<file path="src/rtl/frv_alu_issue_if.sv">
// Bundle of decode, ALU and writeback signals seen by the execute-stage issue block.
// The master modport is the issue block; the slave modport is its environment.
interface frv_alu_issue_if #(
  parameter int XLEN = 32,
  parameter int PW   = 2,
  parameter int OPW  = 11
);
  logic            flush;
  logic            d_valid;
  logic            d_ready;
  logic [XLEN-1:0] d_lhs;
  logic [XLEN-1:0] d_rhs;
  logic [PW:0]     d_pw;
  logic [OPW-1:0]  d_op;
  logic [4:0]      d_rd;
  logic            alu_valid;
  logic            alu_flush;
  logic [PW:0]     alu_pw;
  logic [OPW-1:0]  alu_op;
  logic [XLEN-1:0] alu_lhs;
  logic [XLEN-1:0] alu_rhs;
  logic            alu_ready;
  logic [XLEN-1:0] alu_result;
  logic            alu_lt;
  logic            alu_eq;
  logic            wb_valid;
  logic            wb_ready;
  logic [XLEN-1:0] wb_result;
  logic            wb_lt;
  logic            wb_eq;
  logic [4:0]      wb_rd;

  modport master (
    input  flush, d_valid, d_lhs, d_rhs, d_pw, d_op, d_rd,
    output d_ready,
    output alu_valid, alu_flush, alu_pw, alu_op, alu_lhs, alu_rhs,
    input  alu_ready, alu_result, alu_lt, alu_eq,
    output wb_valid, wb_result, wb_lt, wb_eq, wb_rd,
    input  wb_ready
  );

  modport slave (
    output flush, d_valid, d_lhs, d_rhs, d_pw, d_op, d_rd,
    input  d_ready,
    input  alu_valid, alu_flush, alu_pw, alu_op, alu_lhs, alu_rhs,
    output alu_ready, alu_result, alu_lt, alu_eq,
    input  wb_valid, wb_result, wb_lt, wb_eq, wb_rd,
    output wb_ready
  );
endinterface

</file>
<file path="src/rtl/frv_alu_issue.sv">
// Execute-stage ALU issue block: stage p0 presents a decoded op to the combinational
// ALU, stage p1 holds its result for writeback. One op per cycle, flushable.
module frv_alu_issue #(
  parameter int XLEN = 32,
  parameter int PW   = 2,
  parameter int OPW  = 11
) (
  input  logic                g_clk,
  input  logic                g_reset,
  frv_alu_issue_if.master     bus
);

  logic            vld_p0_q, vld_p0_d;
  logic [PW:0]     pw_p0_q,  pw_p0_d;
  logic [OPW-1:0]  op_p0_q,  op_p0_d;
  logic [XLEN-1:0] lhs_p0_q, lhs_p0_d;
  logic [XLEN-1:0] rhs_p0_q, rhs_p0_d;
  logic [4:0]      rd_p0_q,  rd_p0_d;

  logic            vld_p1_q,    vld_p1_d;
  logic [XLEN-1:0] result_p1_q, result_p1_d;
  logic            lt_p1_q,     lt_p1_d;
  logic            eq_p1_q,     eq_p1_d;
  logic [4:0]      rd_p1_q,     rd_p1_d;

  logic b_free, a_fire, d_ready, d_fire;

  always_comb begin
    b_free  = !vld_p1_q || bus.wb_ready;
    a_fire  = vld_p0_q && bus.alu_ready && b_free;
    d_ready = (!vld_p0_q || a_fire) && !bus.flush;
    d_fire  = bus.d_valid && d_ready;

    vld_p0_d    = vld_p0_q;
    pw_p0_d     = pw_p0_q;
    op_p0_d     = op_p0_q;
    lhs_p0_d    = lhs_p0_q;
    rhs_p0_d    = rhs_p0_q;
    rd_p0_d     = rd_p0_q;
    vld_p1_d    = vld_p1_q;
    result_p1_d = result_p1_q;
    lt_p1_d     = lt_p1_q;
    eq_p1_d     = eq_p1_q;
    rd_p1_d     = rd_p1_q;

    // p0: a new op may replace the one leaving for the ALU in the same cycle
    if (d_fire) begin
      vld_p0_d = 1'b1;
      pw_p0_d  = bus.d_pw;
      op_p0_d  = bus.d_op;
      lhs_p0_d = bus.d_lhs;
      rhs_p0_d = bus.d_rhs;
      rd_p0_d  = bus.d_rd;
    end else if (a_fire) begin
      vld_p0_d = 1'b0;
    end

    // p1: a completing op overwrites a result being consumed this cycle
    if (a_fire) begin
      vld_p1_d    = 1'b1;
      result_p1_d = bus.alu_result;
      lt_p1_d     = bus.alu_lt;
      eq_p1_d     = bus.alu_eq;
      rd_p1_d     = rd_p0_q;
    end else if (bus.wb_ready) begin
      vld_p1_d = 1'b0;
    end

    // Flush drops both stages, including an op completing in the same cycle
    if (bus.flush) begin
      vld_p0_d = 1'b0;
      vld_p1_d = 1'b0;
    end
  end

  always_ff @(posedge g_clk) begin
    if (g_reset) begin
      vld_p0_q    <= 1'b0;
      pw_p0_q     <= '0;
      op_p0_q     <= '0;
      lhs_p0_q    <= '0;
      rhs_p0_q    <= '0;
      rd_p0_q     <= '0;
      vld_p1_q    <= 1'b0;
      result_p1_q <= '0;
      lt_p1_q     <= 1'b0;
      eq_p1_q     <= 1'b0;
      rd_p1_q     <= '0;
    end else begin
      vld_p0_q    <= vld_p0_d;
      pw_p0_q     <= pw_p0_d;
      op_p0_q     <= op_p0_d;
      lhs_p0_q    <= lhs_p0_d;
      rhs_p0_q    <= rhs_p0_d;
      rd_p0_q     <= rd_p0_d;
      vld_p1_q    <= vld_p1_d;
      result_p1_q <= result_p1_d;
      lt_p1_q     <= lt_p1_d;
      eq_p1_q     <= eq_p1_d;
      rd_p1_q     <= rd_p1_d;
    end
  end

  assign bus.d_ready   = d_ready;
  assign bus.alu_valid = vld_p0_q;
  assign bus.alu_flush = bus.flush;
  assign bus.alu_pw    = pw_p0_q;
  assign bus.alu_op    = op_p0_q;
  assign bus.alu_lhs   = lhs_p0_q;
  assign bus.alu_rhs   = rhs_p0_q;
  assign bus.wb_valid  = vld_p1_q;
  assign bus.wb_result = result_p1_q;
  assign bus.wb_lt     = lt_p1_q;
  assign bus.wb_eq     = eq_p1_q;
  assign bus.wb_rd     = rd_p1_q;

endmodule

</file>
<file path="src/flat_wrapper.sv">
// flat-port wrapper written by rule: the top's interface ports become plain ports
module frv_alu_issue_flat 
#(
  parameter int XLEN = 32,
  parameter int PW   = 2,
  parameter int OPW  = 11
)
  (g_clk, g_reset, bus_flush, bus_d_valid, bus_d_lhs, bus_d_rhs, bus_d_pw, bus_d_op, bus_d_rd, bus_d_ready, bus_alu_valid, bus_alu_flush, bus_alu_pw, bus_alu_op, bus_alu_lhs, bus_alu_rhs, bus_alu_ready, bus_alu_result, bus_alu_lt, bus_alu_eq, bus_wb_valid, bus_wb_result, bus_wb_lt, bus_wb_eq, bus_wb_rd, bus_wb_ready);
  frv_alu_issue_if #(.XLEN(XLEN), .PW(PW), .OPW(OPW)) bus_i ();
  input  logic g_clk;
  input  logic g_reset;
  input wire logic [$bits(bus_i.flush)-1:0] bus_flush;
  input wire logic [$bits(bus_i.d_valid)-1:0] bus_d_valid;
  input wire logic [$bits(bus_i.d_lhs)-1:0] bus_d_lhs;
  input wire logic [$bits(bus_i.d_rhs)-1:0] bus_d_rhs;
  input wire logic [$bits(bus_i.d_pw)-1:0] bus_d_pw;
  input wire logic [$bits(bus_i.d_op)-1:0] bus_d_op;
  input wire logic [$bits(bus_i.d_rd)-1:0] bus_d_rd;
  output wire logic [$bits(bus_i.d_ready)-1:0] bus_d_ready;
  output wire logic [$bits(bus_i.alu_valid)-1:0] bus_alu_valid;
  output wire logic [$bits(bus_i.alu_flush)-1:0] bus_alu_flush;
  output wire logic [$bits(bus_i.alu_pw)-1:0] bus_alu_pw;
  output wire logic [$bits(bus_i.alu_op)-1:0] bus_alu_op;
  output wire logic [$bits(bus_i.alu_lhs)-1:0] bus_alu_lhs;
  output wire logic [$bits(bus_i.alu_rhs)-1:0] bus_alu_rhs;
  input wire logic [$bits(bus_i.alu_ready)-1:0] bus_alu_ready;
  input wire logic [$bits(bus_i.alu_result)-1:0] bus_alu_result;
  input wire logic [$bits(bus_i.alu_lt)-1:0] bus_alu_lt;
  input wire logic [$bits(bus_i.alu_eq)-1:0] bus_alu_eq;
  output wire logic [$bits(bus_i.wb_valid)-1:0] bus_wb_valid;
  output wire logic [$bits(bus_i.wb_result)-1:0] bus_wb_result;
  output wire logic [$bits(bus_i.wb_lt)-1:0] bus_wb_lt;
  output wire logic [$bits(bus_i.wb_eq)-1:0] bus_wb_eq;
  output wire logic [$bits(bus_i.wb_rd)-1:0] bus_wb_rd;
  input wire logic [$bits(bus_i.wb_ready)-1:0] bus_wb_ready;
  assign bus_i.flush = bus_flush;
  assign bus_i.d_valid = bus_d_valid;
  assign bus_i.d_lhs = bus_d_lhs;
  assign bus_i.d_rhs = bus_d_rhs;
  assign bus_i.d_pw = bus_d_pw;
  assign bus_i.d_op = bus_d_op;
  assign bus_i.d_rd = bus_d_rd;
  assign bus_d_ready = bus_i.d_ready;
  assign bus_alu_valid = bus_i.alu_valid;
  assign bus_alu_flush = bus_i.alu_flush;
  assign bus_alu_pw = bus_i.alu_pw;
  assign bus_alu_op = bus_i.alu_op;
  assign bus_alu_lhs = bus_i.alu_lhs;
  assign bus_alu_rhs = bus_i.alu_rhs;
  assign bus_i.alu_ready = bus_alu_ready;
  assign bus_i.alu_result = bus_alu_result;
  assign bus_i.alu_lt = bus_alu_lt;
  assign bus_i.alu_eq = bus_alu_eq;
  assign bus_wb_valid = bus_i.wb_valid;
  assign bus_wb_result = bus_i.wb_result;
  assign bus_wb_lt = bus_i.wb_lt;
  assign bus_wb_eq = bus_i.wb_eq;
  assign bus_wb_rd = bus_i.wb_rd;
  assign bus_i.wb_ready = bus_wb_ready;
  frv_alu_issue #(.XLEN(XLEN), .PW(PW), .OPW(OPW)) u_core (.g_clk(g_clk), .g_reset(g_reset), .bus(bus_i));
endmodule
</file>
<file path="config.mk">
export PLATFORM = sky130hd
export DESIGN_NAME = frv_alu_issue_flat
export DESIGN_NICKNAME = d
export VERILOG_FILES = /design/src/rtl/frv_alu_issue_if.sv /design/src/rtl/frv_alu_issue.sv /design/src/flat_wrapper.sv
export SDC_FILE = /design/constraint.sdc
export NUM_CORES = 1
export LEC_CHECK = 0
export BUFFER_PORTS_ARGS = -buffer_cell sky130_fd_sc_hd__buf_2
export CELL_PAD_IN_SITES_DETAIL_PLACEMENT = 0
export CELL_PAD_IN_SITES_GLOBAL_PLACEMENT = 1
export CORE_MARGIN = 5
export CORE_UTILIZATION = 31
export DETAILED_ROUTE_END_ITERATION = 6
export GPL_ROUTABILITY_DRIVEN = 0
export PLACE_DENSITY_LB_ADDON = 0.1
export SLEW_MARGIN = 0
export SYNTH_ARGS = -nofsm -noshare
export SYNTH_HDL_FRONTEND = slang
export SYNTH_SLANG_ARGS = --single-unit
export TNS_END_PERCENT = 20
</file>
<file path="constraint.sdc">
create_clock -name g_clk -period 1.3 [get_ports g_clk]
set_input_delay 0.065 -clock g_clk [delete_from_list [all_inputs] [get_ports g_clk]]
set_output_delay 0.065 -clock g_clk [all_outputs]
set_load 0.005 [all_outputs]
</file>
# Word-level counts from Yosys, hierarchy flattened
# Cells that the tools add are included.
[op_classes]
mux = 4
reduce_logical = 12
[ops]
columns = ["op", "n"]
rows = [
  ["$logic_and 1x1->1", 4],
  ["$mux 1", 4],
  ["$reduce_bool 2->1", 2],
  ["$logic_not 1->1", 3],
  ["$logic_or 1x1->1", 2],
  ["$reduce_or 2->1", 1],
]
[word_totals]
input_bits = 123
output_inout_bits = 121
regBits = 124
word_cells = 27

# Longest topological paths before layout
# Gate-level depths: netlist of the first run.
[depth]
ltp_word = 7
depth_mapped = 5
mapped_depth_nobuf = 3

# Least setup slack after synthesis of the first run
# OpenSTA, ideal clock, no wires.
[synth_path]
kind = "flip-flop to flip-flop"
startpoint = "register u_core.vld_p0_q, in the netlist u_core.bus.alu_valid"
endpoint = "register u_core.lhs_p0_q[0], in the netlist u_core.bus.alu_lhs[0]"
synth_period_minus_slack_ns = 1.313
path_slack_ns = -0.013
setup_ns = 0.072
stages_incl_launch_ff = 6
arrival_ns = 1.241
path_buffers = 2
t_required_ns = 1.228
path_cell_list = "dfxtp_1 -> and3b_1 -> nor4_4 -> buf_6 -> buf_12 -> mux2i_1"
[synth_via]
elab_chain_cells = 5
elab_cells_between_ends = 6
classes_between = "6 x reduce/logical"
[synth_rtl]
columns = ["element", "line", "source"]
rows = [
  ["start, declared", "frv_alu_issue.sv:13", "logic vld_p0_q, vld_p0_d;"],
  ["start signal, assigned", "frv_alu_issue.sv:90", "vld_p0_q <= vld_p0_d;"],
  ["$logic_and 1x1->1 (2 in a row)", "frv_alu_issue.sv:30", "a_fire = vld_p0_q && bus.alu_ready && b_free;"],
  ["$logic_or 1x1->1 *", "frv_alu_issue.sv:31", "d_ready = (!vld_p0_q || a_fire) && !bus.flush;"],
  ["$logic_and 1x1->1 *", "frv_alu_issue.sv:31", ""],
  ["$logic_and 1x1->1 *", "frv_alu_issue.sv:32", "d_fire = bus.d_valid && d_ready;"],
  ["end signal, assigned", "frv_alu_issue.sv:93", "lhs_p0_q <= lhs_p0_d;"],
  ["end, declared", "frv_alu_issue.sv:16", "logic [XLEN-1:0] lhs_p0_q, lhs_p0_d;"],
]
# Every way passes the cells marked *; elsewhere a longest branch is shown, timed or not.
# A chain may end at the register's enable or synchronous reset.

# Final worst setup path of the first run
[layout_path]
startpoint = "register u_core.vld_p1_q, in the netlist u_core.bus.wb_valid"
endpoint = "output bus_d_ready"
[layout_via]
elab_chain_cells = 5
[layout_rtl]
columns = ["element", "line", "source"]
rows = [
  ["start, declared", "frv_alu_issue.sv:20", "logic vld_p1_q, vld_p1_d;"],
  ["start signal, assigned", "frv_alu_issue.sv:96", "vld_p1_q <= vld_p1_d;"],
  ["$logic_not 1->1", "frv_alu_issue.sv:29", "b_free = !vld_p1_q || bus.wb_ready;"],
  ["$logic_or 1x1->1", "frv_alu_issue.sv:29", ""],
  ["$logic_and 1x1->1", "frv_alu_issue.sv:30", ""],
  ["$logic_or 1x1->1", "frv_alu_issue.sv:31", ""],
  ["$logic_and 1x1->1", "frv_alu_issue.sv:31", ""],
  ["end, declared", "flat_wrapper.sv:19", "output wire logic [$bits(bus_i.d_ready)-1:0] bus_d_ready;"],
]
# Every way passes these cells.

==> tab_implementation.tex, run 1 <==
\begin{tabular}{lr}
\hline
Metric & Value \\
\hline
\multicolumn{2}{l}{\textbf{Run status}} \\
\quad Outcome & finished with violations \\
\quad Violated checks & negative setup slack \\
\multicolumn{2}{l}{\textbf{Setup path}} \\
\quad Startpoint types & register \\
\quad FF-to-FF End & u\_core.bus.alu\_rhs[5]\$\_SDFFE\_PP0P\_ \\
\quad Data arrival at the endpoint of the critical path & 1.38 ns \\
\quad Critical-path maximum fanout & 4 \\
\quad Required time reported for the critical path endpoint & 1.24 ns \\
\quad Critical R2R Launch & u\_core.bus.alu\_valid\$\_SDFFE\_PP0P\_ \\
\quad Setup crit end kind & output pin \\
\quad Reg2reg path depth & 5 \\
\quad Worst setup startpoint & u\_core.bus.wb\_valid\$\_SDFFE\_PP0P\_ \\
\quad Register-to-register setup slack & -0.10 ns \\
\quad Kind of critical path & register to output pin \\
\multicolumn{2}{l}{\textbf{Timing}} \\
\quad Worst-case clock skew & 0.00593 ns \\
\quad \# setup viols final & 83 \\
\quad Highest achievable clock rate & roughly 690 MHz \\
\quad Fin crit share & 111\% \\
\quad Final-report max-slew violation count & 0 \\
\quad RSZ-0062 raised after global routing & yes \\
\quad Crit path setup slack, layout & -0.142 ns \\
\quad Final number of hold-violating endpoints & 0 \\
\quad Clock period minus worst slack & around 1.4 ns \\
\quad Worst-Margin Slew & 0.308 ns \\
\quad Max transition margin & between 70\% and 80\% \\
\multicolumn{2}{l}{\textbf{Clocking}} \\
\quad Clock buffer count from CTS & 17 \\
\quad Worst-skew pair later-pin latency & slightly above 0.4 ns \\
\quad Clock transition at the register clock pins on the worst setup and hold paths after CTS & around 0.05 ns \\
\quad Number of buffers on the longest clock path & 2 \\
\quad Sink Count & 124 \\
\quad H-tree levels & 4 \\
\quad CTS Root Buffer Type & clkbuf\_16 \\
\quad Clock tree from TritonCTS & done \\
\multicolumn{2}{l}{\textbf{Power and ir drop}} \\
\quad Static leakage & 3.88 nW \\
\quad Cell area power density & 1220 nW/um2 \\
\quad Total power consumption of the routed design & 10.7 mW \\
\quad Highest ir drop seen on vdd & 0.890 mV \\
\multicolumn{2}{l}{\textbf{Final layout}} \\
\quad Most frequent standard cell in the layout excluding fill and tap cells & buf\_2 \\
\quad Util after Layout & 51.1\% \\
\quad Area delta synth->final & 63.3\% \\
\quad Antenna diodes & 0 \\
\quad Fillers & 1592 \\
\quad Number of non-filler instances in the completed layout & 1147 \\
\quad Proportion of layout cells with a drive suffix above 1 & 33.3\% \\
\quad Number of nets in the layout & between 1000 and 1500 \\
\quad Highest-count cells in the layout ignoring fill and taps & buf\_2 (242), nand2b\_1 (166), dfxtp\_1 (122), dlygate4sd3\_1 (119), mux2i\_1 (82) \\
\multicolumn{2}{l}{\textbf{Placement}} \\
\quad Quantity of I/O buffers inserted on ports & 243 \\
\quad Worst setup slack after placement & -0.127 ns \\
\quad Number of instances in the placed design & approximately 1000 \\
\quad HPWL after DPL & 11000 um \\
\multicolumn{2}{l}{\textbf{Floorplan}} \\
\quad Die height & 141 um \\
\quad Top-Level Pins & around 240 \\
\quad Starting utilization of the core area & 31.3\% \\
\quad Die outline area & between 20000 and 25000 um2 \\
\quad Area of the core & 17100 um2 \\
\quad Rows & 48 \\
\quad Die Wd & 141 um \\
\multicolumn{2}{l}{\textbf{GRT}} \\
\quad Vias in the first global route & 5265 \\
\quad Global-route total usage across every layer & 15.9\% \\
\quad Maximum number of pins on one net before global-route repair & 77 \\
\quad Wire length of the first global-routing pass & 25800 um \\
\quad Total overflow reported by the global router & 0 \\
\quad Antenna violations before repair & 0 \\
\multicolumn{2}{l}{\textbf{Yosys}} \\
\quad Number of distinct library cells after synthesis & 20 \\
\quad Synth Register Bits & roughly 120 \\
\quad Part of the Yosys area used for sequential elements & 46.3\% \\
\quad Number of instances in the synthesized netlist & 551 \\
\quad Total standard cell area after synthesis & 5360 um2 \\
\quad Synthesis Warnings & 0 \\
\quad Post-synth net total & between 600 and 700 \\
\quad Syn avg cell area & 9.72 um2 \\
\multicolumn{2}{l}{\textbf{Job}} \\
\quad Maximum capacitance violations & 0 \\
\multicolumn{2}{l}{\textbf{Worst hold path}} \\
\quad Hold Path End & u\_core.bus.wb\_valid\$\_SDFFE\_PP0P\_ \\
\quad Beginning of the worst hold path & bus\_wb\_ready \\
\quad Cells on Worst Hold Path & 3 \\
\quad Class of the worst hold path & input pin to register \\
\multicolumn{2}{l}{\textbf{Detailed routing}} \\
\quad Detailed-route wire length & 16100 um \\
\quad Residual DRC count & 0 \\
\quad Total number of vias & 5008 \\
\quad Antenna Violating Nets Remaining & 0 \\
\quad First-pass iteration count of the detailed router & 4 \\
\quad Initial DRC count & 171 \\
\quad Average via count per standard cell & 4.37 \\
\quad Wire per inst & $\sim$14 um \\
\hline
\end{tabular}
[critical path, cell delays in order, from the launching register on]
cell and delay, ns:
dfxtp_2 0.32, buf_6 0.11, nor2b_4 0.13, o21ai_2 0.15, nor2b_1 0.13, buf_2 0.13
[cell type report]
| cell class | instances | area (um2) | share of cell area (%) |
|---|---|---|---|
| clock buffers | 23 | 478 | 5.46 |
| multi-input cells | 377 | 2570 | 29.3 |
| well taps | 225 | 282 | 3.22 |
| clock inverters | 7 | 185 | 2.12 |
| repair buffers | 390 | 2750 | 31.4 |
| flip-flops and latches | 124 | 2480 | 28.4 |
| inverters | 1 | 3.75 | 0.0429 |
[routing by layer]
| layer | vias to the layer above | wire length, um | part of all wire, % | global-route usage, % |
|---|---|---|---|---|
| li1 | 2556 | - | - | - |
| met1 | 2252 | 6610 | 41 | 18.1 |
| met2 | 171 | 7890 | 49 | 27.3 |
| met3 | 29 | 1200 | 7.5 | 5.09 |
| met4 | 0 | 405 | 2.5 | 7.07 |
| met5 | - | 0 | 0 | 0 |
[power breakdown]
part           switching [mW]  internal (mW)  leakage [nW]
Combinational           0.495          0.784          2.55
Sequential             0.0806           3.97          1.01
Clock                    1.63           3.73         0.323
Total                    2.20           8.48          3.88
[synth_stat cells, drive strengths merged]
cell    count  share of area (%)
buf        18                3.9
and3b       1               0.16
clkbuf     31                2.2
nand3      39                3.6
inv         1              0.070
dfxtp     124                 46
and2        1               0.12
a21oi      39                3.6
nand2       1              0.070
mux2i      83                 16
a211oi      2               0.28
o21ai      40                3.7
nor2b       3               0.49
nand2b    167                 20
nor4        1               0.40
[per-stage QoR]
stage	setup TNS (ns)	hold WS, ns	cell area [um2]
finish	-4.43	0.130	8750
global route	-13.54	0.146	8750
CTS	-8.50	0.118	8730
detailed placement	-7.37	0.327	6850
global placement	-6.70	0.319	6850
floorplan	0	0.130	5360
[registers in the layout, indices dropped and copies added (netlist names)]
signal	count
u_core.rd_p0_q	5
u_core.bus.alu_rhs	32
u_core.bus.wb_valid	1
u_core.bus.wb_result	32
u_core.bus.alu_lhs	32
u_core.bus.alu_pw	3
u_core.bus.wb_eq	1
u_core.bus.alu_valid	1
u_core.bus.alu_op	11
u_core.bus.wb_lt	1
u_core.bus.wb_rd	5
[cells by family after synthesis]
group	Yosys count	synth area share [%]
buffers and inverters	50	6.12
AND/OR/NAND/NOR	213	24.4
flip-flops	124	46.3
AO/OA/AOI/OAI	81	7.66
multiplexers	83	15.5
[worst max-delay path by stage]
stage / endpoint / slack (ns) / cells after the start
2_1_floorplan: u_core.bus.alu_lhs[0]$_SDFFE_PP0P_ / 0.006 / 5
3_3_place_gp: u_core.bus.alu_lhs[28]$_SDFFE_PP0P_ / -0.11 / 5
3_5_place_dp: u_core.bus.alu_rhs[11]$_SDFFE_PP0P_ / -0.13 / 5
4_1_cts: u_core.bus.alu_op[8]$_SDFFE_PP0P_ / -0.15 / 5
5_1_grt: u_core.bus.alu_lhs[16]$_SDFFE_PP0P_ / -0.21 / 5
6_report: bus_d_ready / -0.14 / 5
[timing repair]
action / CTS / global route
gates resized for setup: 6 / 5
pin swaps: 1 / 1
endpoints found under the hold margin: 119 / 0
gates cloned: 0 / 0
buffers inserted: 1 / 1
hold buffers: 119 / 0
setup endpoints to repair: 84 / 108
Power figures use the tool's default switching activity.
==> run 2: changes to the inputs <==
BUFFER_PORTS_ARGS = default   (was -buffer_cell sky130_fd_sc_hd__buf_2)
CAP_MARGIN = 15   (was default)
CORE_UTILIZATION = 41   (was 31)
DONT_BUFFER_PORTS = 1   (was default)
SKIP_CTS_REPAIR_TIMING = 1   (was default)
==> run 2 against run 1 <==
The run now fails in global routing. Synthesized area unchanged. Synthesized cell count unchanged.
==> tab_implementation.tex, run 2 <==
\begin{tabular}{lr}
\hline
Metric & Value \\
\hline
\multicolumn{2}{l}{\textbf{Yosys}} \\
\quad Synth Register Bits & 124 (unchanged) \\
\quad Complex-gate fraction of the synthesized area & 7.66\% (unchanged) \\
\quad Async set-reset flop share out of synthesis & 0\% (unchanged) \\
\quad Xor/xnor share of the synthesized area & 0\% (unchanged) \\
\quad Proportion of synthesized area in mux cells & 15.5\% (unchanged) \\
\quad Part of the Yosys area used for sequential elements & 46.3\% (unchanged) \\
\quad Syn avg cell area & 9.72 um2 (unchanged) \\
\quad Combinational family with the most area after synthesis & simple AND/OR/NAND/NOR gates (unchanged) \\
\quad Proportion of netlist area held by the largest area contributor & 46.3\% (unchanged) \\
\quad Post-synth net total & 674 (unchanged) \\
\quad Cells taking the most area after synthesis & dfxtp\_1 (46\%), nand2b\_1 (20\%), mux2i\_1 (16\%) (unchanged) \\
\quad Post-synthesis share of cell area spent on full adders, half adders and majority gates & 0\% (unchanged) \\
\quad Top cells by instance count after synthesis & nand2b\_1 (167), dfxtp\_1 (124), mux2i\_1 (83), o21ai\_0 (40) (unchanged) \\
\quad Post-synth EDFFs & 0 (unchanged) \\
\quad Area share of and/or/nand/nor cells after synthesis & 24.4\% (unchanged) \\
\quad Synthesis Warnings & 0 (unchanged) \\
\quad Leading register cell type out of synthesis & dfxtp\_1 (unchanged) \\
\quad Number of distinct library cells after synthesis & 20 (unchanged) \\
\quad Most frequently used cell type in the post-synthesis netlist & nand2b\_1 (unchanged) \\
\quad Top cell type by total area after synthesis & dfxtp\_1 (unchanged) \\
\quad Total standard cell area after synthesis & 5360 um2 (unchanged) \\
\quad Number of instances in the synthesized netlist & 551 (unchanged) \\
\multicolumn{2}{l}{\textbf{GRT}} \\
\quad Maximum number of pins on one net before global-route repair & 208 \\
\multicolumn{2}{l}{\textbf{Floorplan}} \\
\quad Rows & 41 (was 48) \\
\quad Top-Level Pins & 244 (unchanged) \\
\quad Starting utilization of the core area & 42.1\% (was 31.3\%) \\
\quad Die height & 124 um (was 141 um) \\
\quad Die Wd & 124 um (was 141 um) \\
\multicolumn{2}{l}{\textbf{Clocking}} \\
\quad H-tree levels & 4 (unchanged) \\
\quad Clock buffer count from CTS & 17 (unchanged) \\
\quad Sink Count & 124 (unchanged) \\
\quad Number of buffers on the longest clock path & 2 (unchanged) \\
\quad CTS Root Buffer Type & clkbuf\_16 (unchanged) \\
\multicolumn{2}{l}{\textbf{Timing}} \\
\quad Worst endpoint kind after the last repair & register data pin \\
\quad Worst\_ep grt & u\_core.bus.alu\_lhs[7]\$\_SDFFE\_PP0P\_/D \\
\multicolumn{2}{l}{\textbf{Placement}} \\
\quad HPWL after DPL & 9100 um (was 11000 um) \\
\quad Quantity of I/O buffers inserted on ports & 0 (was 243) \\
\multicolumn{2}{l}{\textbf{Run status}} \\
\quad Error message & [ERROR RSZ-0060] Max buffer count reached. \\
\quad Outcome & did not finish (was finished with violations) \\
\quad Terminating stage of the flow & global routing \\
\hline
\end{tabular}
==> run 2: cell counts after synthesis <==
Identical to the previous run, type by type.
==> run 2: kinds of logic after synthesis <==
logic type,Yosys count
and+or+nand+nor,213
muxes,83
buffers and inverters,50
AOI/OAI and AO/OA,81
DFF,124
==> run 2: metrics by stage <==
stage | cell area (um2) | hold WS, ns | setup TNS (ns) | std cells | worst slack, ns
after floorplan | 5360 | 0.130 | 0 | 551 | 0.00608
after CTS | 6120 | -0.298 | -4.11 | 727 | -0.325
after detailed placement | 5500 | 0.130 | -2.52 | 695 | -0.0951
after global placement | 5500 | 0.130 | -0.458 | 695 | -0.0281
==> run 3: changes to the inputs <==
CELL_PAD_IN_SITES_DETAIL_PLACEMENT = default   (was 0)
CELL_PAD_IN_SITES_GLOBAL_PLACEMENT = default   (was 1)
CORE_UTILIZATION = 40   (was 41)
PLACE_DENSITY_LB_ADDON = 0.15   (was 0.1)
clock period = 1.69 ns   (was 1.3 ns; I/O delays follow)
==> run 3 against run 2 <==
The flow again stops in global routing. Synthesized area unchanged. Synthesized cell count did not move.
==> tab_implementation.tex, run 3 <==
\begin{tabular}{lr}
\hline
Metric & Value \\
\hline
\multicolumn{2}{l}{\textbf{Placement}} \\
\quad Quantity of I/O buffers inserted on ports & 0 (unchanged) \\
\quad Worst setup slack after placement & 0.168 ns (was -0.0951 ns) \\
\quad HPWL after DPL & 8790 um (was 9100 um) \\
\multicolumn{2}{l}{\textbf{Yosys}} \\
\quad Number of instances in the synthesized netlist & 551 (unchanged) \\
\quad Cells taking the most area after synthesis & dfxtp\_1 (46\%), nand2b\_1 (20\%), mux2i\_1 (16\%) (unchanged) \\
\quad Post-synthesis share of cell area spent on full adders, half adders and majority gates & 0\% (unchanged) \\
\quad Top cells by instance count after synthesis & nand2b\_1 (167), dfxtp\_1 (124), mux2i\_1 (83), o21ai\_0 (40) (unchanged) \\
\quad Combinational family with the most area after synthesis & simple AND/OR/NAND/NOR gates (unchanged) \\
\quad Post-synth EDFFs & 0 (unchanged) \\
\quad Top cell type by total area after synthesis & dfxtp\_1 (unchanged) \\
\quad Complex-gate fraction of the synthesized area & 7.66\% (unchanged) \\
\quad Most frequently used cell type in the post-synthesis netlist & nand2b\_1 (unchanged) \\
\quad Leading register cell type out of synthesis & dfxtp\_1 (unchanged) \\
\quad Part of the Yosys area used for sequential elements & 46.3\% (unchanged) \\
\quad Syn avg cell area & 9.72 um2 (unchanged) \\
\quad Xor/xnor share of the synthesized area & 0\% (unchanged) \\
\quad Total standard cell area after synthesis & 5360 um2 (unchanged) \\
\quad Area share of and/or/nand/nor cells after synthesis & 24.4\% (unchanged) \\
\quad Async set-reset flop share out of synthesis & 0\% (unchanged) \\
\quad Proportion of netlist area held by the largest area contributor & 46.3\% (unchanged) \\
\quad Synthesis Warnings & 0 (unchanged) \\
\quad Synth Register Bits & 124 (unchanged) \\
\quad Number of distinct library cells after synthesis & 20 (unchanged) \\
\quad Proportion of synthesized area in mux cells & 15.5\% (unchanged) \\
\quad Post-synth net total & 674 (unchanged) \\
\multicolumn{2}{l}{\textbf{Clocking}} \\
\quad Clock buffer count from CTS & 17 (unchanged) \\
\quad Number of buffers on the longest clock path & 2 (unchanged) \\
\quad Sink Count & 124 (unchanged) \\
\quad CTS Root Buffer Type & clkbuf\_16 (unchanged) \\
\quad H-tree levels & 4 (unchanged) \\
\multicolumn{2}{l}{\textbf{Timing}} \\
\quad Worst endpoint kind after the last repair & top-level output (was register data pin) \\
\quad Worst\_ep grt & bus\_d\_ready (was u\_core.bus.alu\_lhs[7]\$\_SDFFE\_PP0P\_/D) \\
\multicolumn{2}{l}{\textbf{Floorplan}} \\
\quad Top-Level Pins & 244 (unchanged) \\
\quad Rows & 42 (was 41) \\
\quad Die Wd & 126 um (was 124 um) \\
\quad Die height & 126 um (was 124 um) \\
\quad Starting utilization of the core area & 40.6\% (was 42.1\%) \\
\multicolumn{2}{l}{\textbf{GRT}} \\
\quad Maximum number of pins on one net before global-route repair & 208 \\
\multicolumn{2}{l}{\textbf{Run status}} \\
\quad Outcome & did not finish (unchanged) \\
\quad Error message & [ERROR RSZ-0060] Max buffer count reached. (unchanged) \\
\quad Terminating stage of the flow & global routing (unchanged) \\
\hline
\end{tabular}
==> run 3: through the flow <==
step | util [%] | cell area, um2 | cells
after CTS | 45.2 | 5960 | 721
after detailed placement | 40.9 | 5390 | 691
after global placement | 40.9 | 5390 | 691
after floorplan | - | 5360 | 551
==> run 3: cell families after synthesis <==
group / Yosys count
buf+inv: 50
flops: 124
compound gates: 81
mux: 83
simple gates: 213
